[src/rtl/demux_1_8_struct_pkg.sv]
// Shared sizing constants for the demux/mux family.
//   SEL_W : number of select bits
//   N_OUT : number of routed outputs (2**SEL_W)
package demux_1_8_struct_pkg;
  localparam int SEL_W = 3;
  localparam int N_OUT = 8;
endpackage

[src/rtl/demux_1_2_cell.sv]
// Gate-level 1-to-2 demultiplexer cell, the building block of the demux tree.
// Ports:
//   d  : data in
//   s  : select
//   y0 : d routed when s = 0
//   y1 : d routed when s = 1
module demux_1_2_cell (
  input  logic d,
  input  logic s,
  output logic y0,
  output logic y1
);
  logic s_n;

  not u_inv (s_n, s);
  and u_a0  (y0, d, s_n);
  and u_a1  (y1, d, s);
endmodule

[src/rtl/demux_1_8_struct.sv]
// Registered 1-to-8 demultiplexer: a three-level tree of 1-to-2 demux cells
// routes A to the output chosen by {S3,S2,S1}; results are captured in eight
// flops with asynchronous active-low clear (one-cycle routing stage).
// Ports:
//   clk        : rising-edge clock
//   rst_n      : asynchronous active-low reset, clears all outputs
//   S3,S2,S1   : select, S3 is the MSB
//   A          : data bit to route
//   Y1..Y8     : registered outputs, Y(n+1) is selected by value n
module demux_1_8_struct
  import demux_1_8_struct_pkg::*;
(
  input  logic clk,
  input  logic rst_n,
  input  logic S3,
  input  logic S2,
  input  logic S1,
  input  logic A,
  output logic Y1,
  output logic Y2,
  output logic Y3,
  output logic Y4,
  output logic Y5,
  output logic Y6,
  output logic Y7,
  output logic Y8
);
  logic [1:0]       l1;
  logic [3:0]       l2;
  logic [N_OUT-1:0] y_d;
  logic [N_OUT-1:0] y_q;

  // Level 1 splits on the MSB: l1[0] carries sel 0..3, l1[1] carries sel 4..7.
  demux_1_2_cell u_l1 (.d(A), .s(S3), .y0(l1[0]), .y1(l1[1]));

  // Level 2 splits each half on S2; l2[i] carries sel {S3,S2} == i.
  demux_1_2_cell u_l2_0 (.d(l1[0]), .s(S2), .y0(l2[0]), .y1(l2[1]));
  demux_1_2_cell u_l2_1 (.d(l1[1]), .s(S2), .y0(l2[2]), .y1(l2[3]));

  // Level 3 splits on S1; leaf index equals the full select value.
  for (genvar i = 0; i < 4; i++) begin : g_l3
    demux_1_2_cell u_l3 (.d(l2[i]), .s(S1), .y0(y_d[2*i]), .y1(y_d[2*i+1]));
  end

  always_ff @(posedge clk or negedge rst_n) begin
    if (!rst_n) begin
      y_q <= '0;
    end else begin
      y_q <= y_d;
    end
  end

  assign Y1 = y_q[0];
  assign Y2 = y_q[1];
  assign Y3 = y_q[2];
  assign Y4 = y_q[3];
  assign Y5 = y_q[4];
  assign Y6 = y_q[5];
  assign Y7 = y_q[6];
  assign Y8 = y_q[7];
endmodule

[config.mk]
export PLATFORM = sky130hd
export DESIGN_NAME = demux_1_8_struct
export DESIGN_NICKNAME = d
export VERILOG_FILES = /design/src/rtl/demux_1_8_struct_pkg.sv /design/src/rtl/demux_1_2_cell.sv /design/src/rtl/demux_1_8_struct.sv
export SDC_FILE = /design/constraint.sdc
export NUM_CORES = 1
export LEC_CHECK = 0
export ABC_AREA = 1
export BUFFER_PORTS_ARGS = -buffer_cell sky130_fd_sc_hd__buf_2
export CORE_AREA = 2 2 39 41
export DETAILED_ROUTE_END_ITERATION = 10
export DIE_AREA = 0 0 41 43
export PLACE_DENSITY = 0.45
export SYNTH_ARGS = -nofsm -noshare
export SYNTH_HDL_FRONTEND = slang
export SYNTH_SLANG_ARGS = --single-unit
export TNS_END_PERCENT = 1
[constraint.sdc]
create_clock -name clk -period 0.8 [get_ports clk]
set_input_delay 0.16 -clock clk [delete_from_list [all_inputs] [get_ports clk]]
set_output_delay 0.16 -clock clk [all_outputs]
set_load 0.1 [all_outputs]
==> impl_results.rst, run 1 <==
.. list-table::
   :header-rows: 1

   * - Metric
     - Value
   * - Run status
     - finished with violations
   * - Violated checks
     - setup timing
   * - Average cell area after synthesis
     - 11.37 um^2
   * - Class of the tightest hold or removal check
     - input pin to flip-flop
   * - Crit path required time
     - 0.64 ns
   * - Total power
     - 0.0008926 W
   * - Y dimension of the die
     - 43 um
   * - Final setup slack of the worst path
     - -0.2508 ns
   * - Setup violators final
     - 8
   * - Setup Fix Bufs, Post-CTS
     - 0
   * - Flip-flop cell with the highest count after synthesis
     - sky130_fd_sc_hd__dfrtp_1
   * - Highest Clock Rate
     - 0.9516 GHz
   * - Register with the most flip-flops
     - y_q
   * - Kind of end point of the critical path
     - output pin
   * - GRT Overall Usage
     - 7.739%
   * - Top cell type by total area after synthesis
     - sky130_fd_sc_hd__dfrtp_1
   * - Largest stage delay, worst path
     - 0.47 ns
   * - Aggregate negative setup slack
     - -1.518 ns
   * - Worst path slowest cell
     - sky130_fd_sc_hd__dfrtp_4
   * - Power density over cell area
     - 1744 nW/um^2
   * - Final antenna diode count
     - 0
   * - Vias
     - 202
   * - Worst slew slack as a fraction of its limit
     - 89.03%
   * - Async S/R FF share, synth
     - 100.0%
   * - Vias per inst
     - 3.607
   * - Library cells used by synthesis
     - 5
   * - Time the final worst path needs with I/O delays and setup
     - 1.051 ns
   * - CP Launch Type
     - flip-flop
   * - Routed wirelength normalized by instance count
     - 7.982 um
   * - Classification of the worst setup path
     - flip-flop to output pin
   * - Routability-driven placement congestion ratio
     - 0.6780
   * - Placed cell count
     - 52
   * - H-tree depth reported by CTS
     - 1
   * - Maximum number of pins on one net before global-route repair
     - 9
   * - Syn nets
     - 29
   * - Proportion of layout cells with a drive suffix above 1
     - 62.50%
   * - DRC errors left
     - 0
   * - Inserted Clock Buffers
     - 3
   * - Max Cap Violations
     - 0
   * - Remaining global-route overflow
     - 0
   * - Critical Path, Cell by Cell
     - buf_12
   * - Worst Tran Pin Value
     - 0.1646 ns
   * - Clock sink count
     - 8
   * - Largest cells by area after synthesis
     - sky130_fd_sc_hd__dfrtp_1, sky130_fd_sc_hd__nor2_1, sky130_fd_sc_hd__nand3_1, sky130_fd_sc_hd__inv_1, sky130_fd_sc_hd__inv_2
   * - Number of synthesized flops with an enable pin
     - 0
   * - Post-Synthesis Cells
     - 23
   * - Maximum resistive drop on vdd
     - 0.0005446 V
   * - Number of search-and-repair iterations in the first detailed-routing pass
     - 1
   * - Layout fillers
     - 137
   * - CTS tree
     - built
   * - Total of flip-flops plus latches after synthesis
     - 8
   * - Final standard cell count with taps included and fillers excluded
     - 56
   * - HPWL Detailed
     - 375.2 um
   * - IO Count
     - 14
   * - Cell area after synthesis
     - 261.5 um^2
   * - Row count
     - 14
   * - Total buffers and inverters traversed by the critical path
     - 1
   * - Violation count after the first detailed-route iteration
     - 0
   * - X dimension of the die
     - 41 um
   * - Critical path data arrival time
     - 0.89 ns
   * - Maximum buffer depth of the clock tree
     - 2
   * - Resized Gates After CTS
     - 0
   * - Growth of design area from synthesis to finish
     - 95.69%
   * - Final hold violation count
     - 0
   * - Synth warnings
     - 0
   * - Largest fanout on the critical path
     - 1
   * - Initial Utilization
     - 18.90%
   * - Proportion of netlist area held by the largest area contributor
     - 76.56%
   * - Unrepaired setup endpoints after global routing
     - yes
   * - Layout net count
     - 48
   * - Port Buf Inserts
     - 13
   * - Final slew viol count
     - 0
   * - Total die area
     - 1763 um^2
   * - Core region area
     - 1384 um^2
   * - Post-DRT Antenna Nets
     - 0
   * - Flip-flop count of the largest register after layout
     - 8
   * - Clock transition at the register clock pins on the worst setup and hold paths after CTS
     - 0.05 ns
   * - CTS Root Buffer Type
     - sky130_fd_sc_hd__clkbuf_4
   * - Regs by FF count
     - y_q x8
   * - Number of antenna violations at the first check in global routing
     - 0
   * - Most frequent cells after synthesis
     - sky130_fd_sc_hd__dfrtp_1, sky130_fd_sc_hd__nor2_1, sky130_fd_sc_hd__nand3_1
   * - Number of global-route vias before repair
     - 194
   * - Sequential share of the synthesized area
     - 76.56%
   * - Routed WL
     - 447 um
   * - Static leakage
     - 0.2373 nW
   * - Post-route fraction of the period consumed by the critical path
     - 131.4%
   * - Global-route wire length before repair
     - 759 um
   * - Top delay family on crit path
     - flip-flops
power by group:
| group | total, W | internal (W) | switching, W | leakage, nW |
|---|---|---|---|---|
| Combinational | 0.000168 | 0.0000579 | 0.000110 | 0.127 |
| Clock | 0.000299 | 0.000171 | 0.000128 | 0.0138 |
| Sequential | 0.000426 | 0.000418 | 0.00000816 | 0.0967 |
| Total | 0.000893 | 0.000647 | 0.000246 | 0.237 |
metrics by stage:
stage	instance area, um^2	hold WS (ns)	setup WS, ns	utilization (%)
global route	511.7	0.1452	-0.2660	36.98
CTS	511.7	0.1286	-0.2596	36.98
floorplan	274.0	-0.1356	-0.005653	-
finish	511.7	0.1367	-0.2508	36.98
global placement	479.2	0.005927	0.01375	34.63
detailed placement	479.2	0.004373	0.01214	34.63
what timing repair did:
action	4_1_cts	5_1_grt
hold buffers	1	0
endpoints found under the setup margin	8	8
hold endpoints to repair	8	0
final timing paths:
check / slack (ns) / endpoint / cells past startpoint / from
worst max-delay path: -0.25 / Y1 / 1 / y_q[0]
max in group asynchronous: 0.35 / y_q[0] / 2 / rst_n
worst min-delay path: 0.14 / y_q[0] / 2 / S1
min in group asynchronous: 0.28 / y_q[2] / 2 / rst_n
layout by cell type (no fill, tap or decap):
cell	instances
sky130_fd_sc_hd__dfrtp_2	7
sky130_fd_sc_hd__buf_2	5
sky130_fd_sc_hd__inv_1	2
sky130_fd_sc_hd__nand3_1	4
sky130_fd_sc_hd__dfrtp_4	1
sky130_fd_sc_hd__inv_2	1
sky130_fd_sc_hd__nor2_1	8
sky130_fd_sc_hd__clkbuf_4	3
sky130_fd_sc_hd__dlygate4sd3_1	1
sky130_fd_sc_hd__buf_12	8
cells by family after synthesis:
kind of cell,share of synthesized area [%]
buffers and inverters,4.306
and+or+nand+nor,19.14
DFF,76.55
layout make-up:
type | count | area [um^2] | area share (%)
inverters | 3 | 11.26 | 2.200
flip-flops and latches | 8 | 212.7 | 41.56
well taps | 16 | 20.02 | 3.912
multi-input cells | 12 | 50.05 | 9.780
clock buffers | 3 | 22.52 | 4.401
repair buffers | 14 | 195.2 | 38.14
metal layers:
layer	vias up	global-route usage (%)	wire, um
met5	-	0	0
met4	0	14.00	0
met3	0	3.141	23
met2	6	9.375	270
met1	91	6.397	154
li1	105	-	-
(Power assumes the default switching activity.)
==> run 2: changes to the inputs <==
--- a/config.mk
+++ b/config.mk
@@ -10,8 +10,9 @@
 export CORE_AREA = 2 2 39 41
 export DETAILED_ROUTE_END_ITERATION = 10
 export DIE_AREA = 0 0 41 43
-export PLACE_DENSITY = 0.45
+export PLACE_DENSITY = 0.49
 export SYNTH_ARGS = -nofsm -noshare
 export SYNTH_HDL_FRONTEND = slang
+export SYNTH_HIERARCHICAL = 1
 export SYNTH_SLANG_ARGS = --single-unit
 export TNS_END_PERCENT = 1
==> run 2 against run 1 <==
Effect of this change:
- the flow still finishes with violations (setup timing)
- worst setup slack gained 0.0064 ns
- non-clock buffer count is the same
- worst hold slack gained 0.050 ns
- sequential share of layout area shrank 4.4 points
- global-route usage shrank 1.6 points
- fmax grew 0.61%
- die area is the same
- cell area grew 12%
- clock power shrank 6%
- sequential cell count is the same
- via count grew 24%
- critical endpoint unchanged
- core utilization grew 4.4 points
==> impl_results.rst, run 2 <==
.. list-table::
   :header-rows: 1

   * - Metric
     - Value
   * - Run status
     - finished with violations
   * - Violated checks
     - setup timing
   * - Number of search-and-repair iterations in the first detailed-routing pass
     - 2 (+1)
   * - Post-route fraction of the period consumed by the critical path
     - 130.6% (-0.80 points)
   * - Hold path startpoint
     - S1
   * - Setup Fix Bufs, Post-CTS
     - 0 (unchanged)
   * - Classification of the worst setup path
     - flip-flop to output pin
   * - Growth of design area from synthesis to finish
     - 77.52%
   * - Library cells used by synthesis
     - 4 (-1)
   * - Total buffers and inverters traversed by the critical path
     - 1 (unchanged)
   * - Register with the most flip-flops
     - y_q
   * - Largest cells by area after synthesis
     - sky130_fd_sc_hd__dfrtp_1, sky130_fd_sc_hd__inv_1, sky130_fd_sc_hd__nor2_2, sky130_fd_sc_hd__nand2_1
   * - Highest Clock Rate
     - 0.9575 GHz (+0.61%)
   * - Top-count cell post-synth
     - sky130_fd_sc_hd__inv_1
   * - Flip-flop cell with the highest count after synthesis
     - sky130_fd_sc_hd__dfrtp_1
   * - Final setup slack of the worst path
     - -0.2444 ns (+0.006421 ns)
   * - Proportion of netlist area held by the largest area contributor
     - 62.02% (-15 points)
   * - Register cell area after layout
     - 212.7 um^2 (unchanged)
   * - Average cell area after synthesis
     - 8.967 um^2 (-21%)
   * - Placed cell area
     - 540.5 um^2 (+13%)
   * - Post-Place Worst Slack
     - 0.01251 ns (+0.0003670 ns)
   * - Critical path data arrival time
     - 0.88 ns (about the same)
   * - Worst Hold Margin
     - 0.1870 ns (+0.05031 ns)
   * - Commonest non-fill, non-tap cells in the layout
     - sky130_fd_sc_hd__inv_1, sky130_fd_sc_hd__buf_12, sky130_fd_sc_hd__nor2_2, sky130_fd_sc_hd__nand2_1, sky130_fd_sc_hd__dfrtp_2
   * - Cell area after synthesis
     - 322.8 um^2 (+23%)
   * - Core region area
     - 1384 um^2 (unchanged)
   * - Static leakage
     - 0.3035 nW (+28%)
   * - Vias
     - 250 (+24%)
   * - Number of global-route vias before repair
     - 192 (-1.0%)
   * - Routed WL
     - 418 um (-6.5%)
   * - Layout net count
     - 61 (+27%)
   * - Multi-input gate area in the final layout
     - 70.07 um^2 (+40%)
   * - Number of antenna violations at the first check in global routing
     - 0 (unchanged)
   * - Layout fillers
     - 137 (unchanged)
   * - Flip-flop count of the largest register after layout
     - 8 (unchanged)
   * - Syn nets
     - 42 (+45%)
   * - Row count
     - 14 (unchanged)
   * - Final slew viol count
     - 0 (unchanged)
   * - Maximum number of pins on one net before global-route repair
     - 9 (unchanged)
   * - GRT Overall Usage
     - 6.187% (-1.6 points)
   * - Maximum buffer depth of the clock tree
     - 2 (unchanged)
   * - Unrepaired setup endpoints after global routing
     - yes
   * - CP Launch Type
     - flip-flop
   * - Setup violators final
     - 8 (unchanged)
   * - H-tree depth reported by CTS
     - 1 (unchanged)
   * - Global-route wire length before repair
     - 662 um (-13%)
   * - Total non-filler cell area in the finished layout
     - 573.1 um^2 (+12%)
   * - Largest fanout on the critical path
     - 1 (unchanged)
   * - Inserted Clock Buffers
     - 3 (unchanged)
   * - Async S/R FF share, synth
     - 100.0% (unchanged)
   * - Most frequent cells after synthesis
     - sky130_fd_sc_hd__inv_1, sky130_fd_sc_hd__dfrtp_1, sky130_fd_sc_hd__nand2_1, sky130_fd_sc_hd__nor2_2
   * - Total power
     - 0.0008901 W (-0.28%)
   * - Final antenna diode count
     - 0 (unchanged)
   * - Violation count after the first detailed-route iteration
     - 1 (+1)
   * - Crit path required time
     - 0.64 ns (about the same)
   * - CTS tree
     - built
   * - Hold Path Stages
     - 2 (unchanged)
   * - Synth warnings
     - 6 (+6)
   * - Initial Utilization
     - 23.33% (+4.4 points)
   * - CTS Root Buffer Type
     - sky130_fd_sc_hd__clkbuf_4
   * - IO Count
     - 14 (unchanged)
   * - Routed wirelength normalized by instance count
     - 6.058 um (-24%)
   * - Routability-driven placement congestion ratio
     - 0.7160 (+5.6%)
   * - Worst slew slack as a fraction of its limit
     - 88.55% (-0.47 points)
   * - Kind of end point of the critical path
     - output pin
   * - Clock transition at the register clock pins on the worst setup and hold paths after CTS
     - 0.05 ns (about the same)
   * - Post-DRT Antenna Nets
     - 0 (unchanged)
   * - Max Cap Violations
     - 0 (unchanged)
   * - Remaining global-route overflow
     - 0 (unchanged)
   * - Clock sink count
     - 8 (unchanged)
   * - Top delay family on crit path
     - flip-flops
   * - Final hold violation count
     - 0 (unchanged)
   * - DRC errors left
     - 0 (unchanged)
   * - Y dimension of the die
     - 43 um (unchanged)
   * - Number of synthesized flops with an enable pin
     - 0 (unchanged)
   * - Power density over cell area
     - 1553 nW/um^2 (-11%)
   * - Sequential share of the synthesized area
     - 62.02% (-15 points)
   * - Proportion of layout cells with a drive suffix above 1
     - 58.49% (-4.0 points)
   * - Total of flip-flops plus latches after synthesis
     - 8 (unchanged)
   * - Port Buf Inserts
     - 13 (unchanged)
   * - Post-Synthesis Cells
     - 36 (+57%)
   * - Vias per inst
     - 3.623 (+0.44%)
   * - Largest stage delay, worst path
     - 0.47 ns (about the same)
   * - Most common cell after layout, fill and taps aside
     - sky130_fd_sc_hd__inv_1
   * - HPWL Detailed
     - 366.9 um (-2.2%)
   * - X dimension of the die
     - 41 um (unchanged)
   * - Final standard cell count with taps included and fillers excluded
     - 69 (+23%)
   * - Time the final worst path needs with I/O delays and setup
     - 1.044 ns (-0.006421 ns)
   * - Regs by FF count
     - y_q x8
   * - Worst Tran Pin Value
     - 0.1717 ns (+0.007089 ns)
   * - Worst path slowest cell
     - sky130_fd_sc_hd__dfrtp_4
   * - Total die area
     - 1763 um^2 (unchanged)
   * - Class of the tightest hold or removal check
     - input pin to flip-flop
   * - Critical Path, Cell by Cell
     - buf_12
   * - Placed cell count
     - 65 (+25%)
   * - Top cell type by total area after synthesis
     - sky130_fd_sc_hd__dfrtp_1
   * - Maximum resistive drop on vdd
     - 0.0006402 V (+18%)
   * - WHS Endpoint
     - y_q[0]
==> run 2: cell count changes after synthesis, sizes merged <==
| cell | before | now |
|---|---|---|
| nor2 | 8 | 7 |
| inv | 3 | 14 |
| nand2 | 0 | 7 |
| nand3 | 4 | 0 |
==> run 2: area by class of cell <==
class,instances,area share (%)
clock buffer,3,3.930
inverter,14,9.170
multi-input combinational,14,12.23
sequential,8,37.12
tap,16,3.493
timing repair buffer,14,34.06
==> run 2: stage by stage <==
stage          utilization, %  setup TNS [ns]
2_1_floorplan               -        -0.03957
5_1_grt                 41.41          -1.638
3_3_place_gp            39.06               0
6_report                41.41          -1.464
3_5_place_dp            39.06               0
4_1_cts                 41.41          -1.555
==> run 2: worst max path at each step <==
stage,from,to,cells after the start
after floorplan,y_q[1],Y2,0
after global placement,y_q[0],Y1,1
after detailed placement,y_q[0],Y1,1
after CTS,y_q[0],Y1,1
after global routing,y_q[0],Y1,1
final,y_q[0],Y1,1
==> run 2: power by group <==
group / switching, W / internal (W)
registers: 0.00000825 / 0.000418
logic: 0.000119 / 0.0000624
clock network: 0.000112 / 0.000170
total: 0.000239 / 0.000651
==> run 2: kinds of logic (layout without fill, tap and decap cells) <==
| kind of cell | count (synthesis) | after routing | synth area share [%] |
|---|---|---|---|
| AND/OR/NAND/NOR | 14 | 14 | 21.71 |
| buffers and inverters | 14 | 31 | 16.28 |
| flip-flops | 8 | 8 | 62.01 |
==> run 2: routing by layer <==
layer  track usage, %  part of all wire, %
met4            8.000                  2.9
met2            7.187                   48
met3            3.141                  7.2
met5                0                    0
met1            6.645                   41
==> run 2: what timing repair did <==
item,CTS,global route
hold buffers,1,0
gates resized for setup,0,0
endpoints found under the hold margin,8,0
setup endpoints to repair,8,8
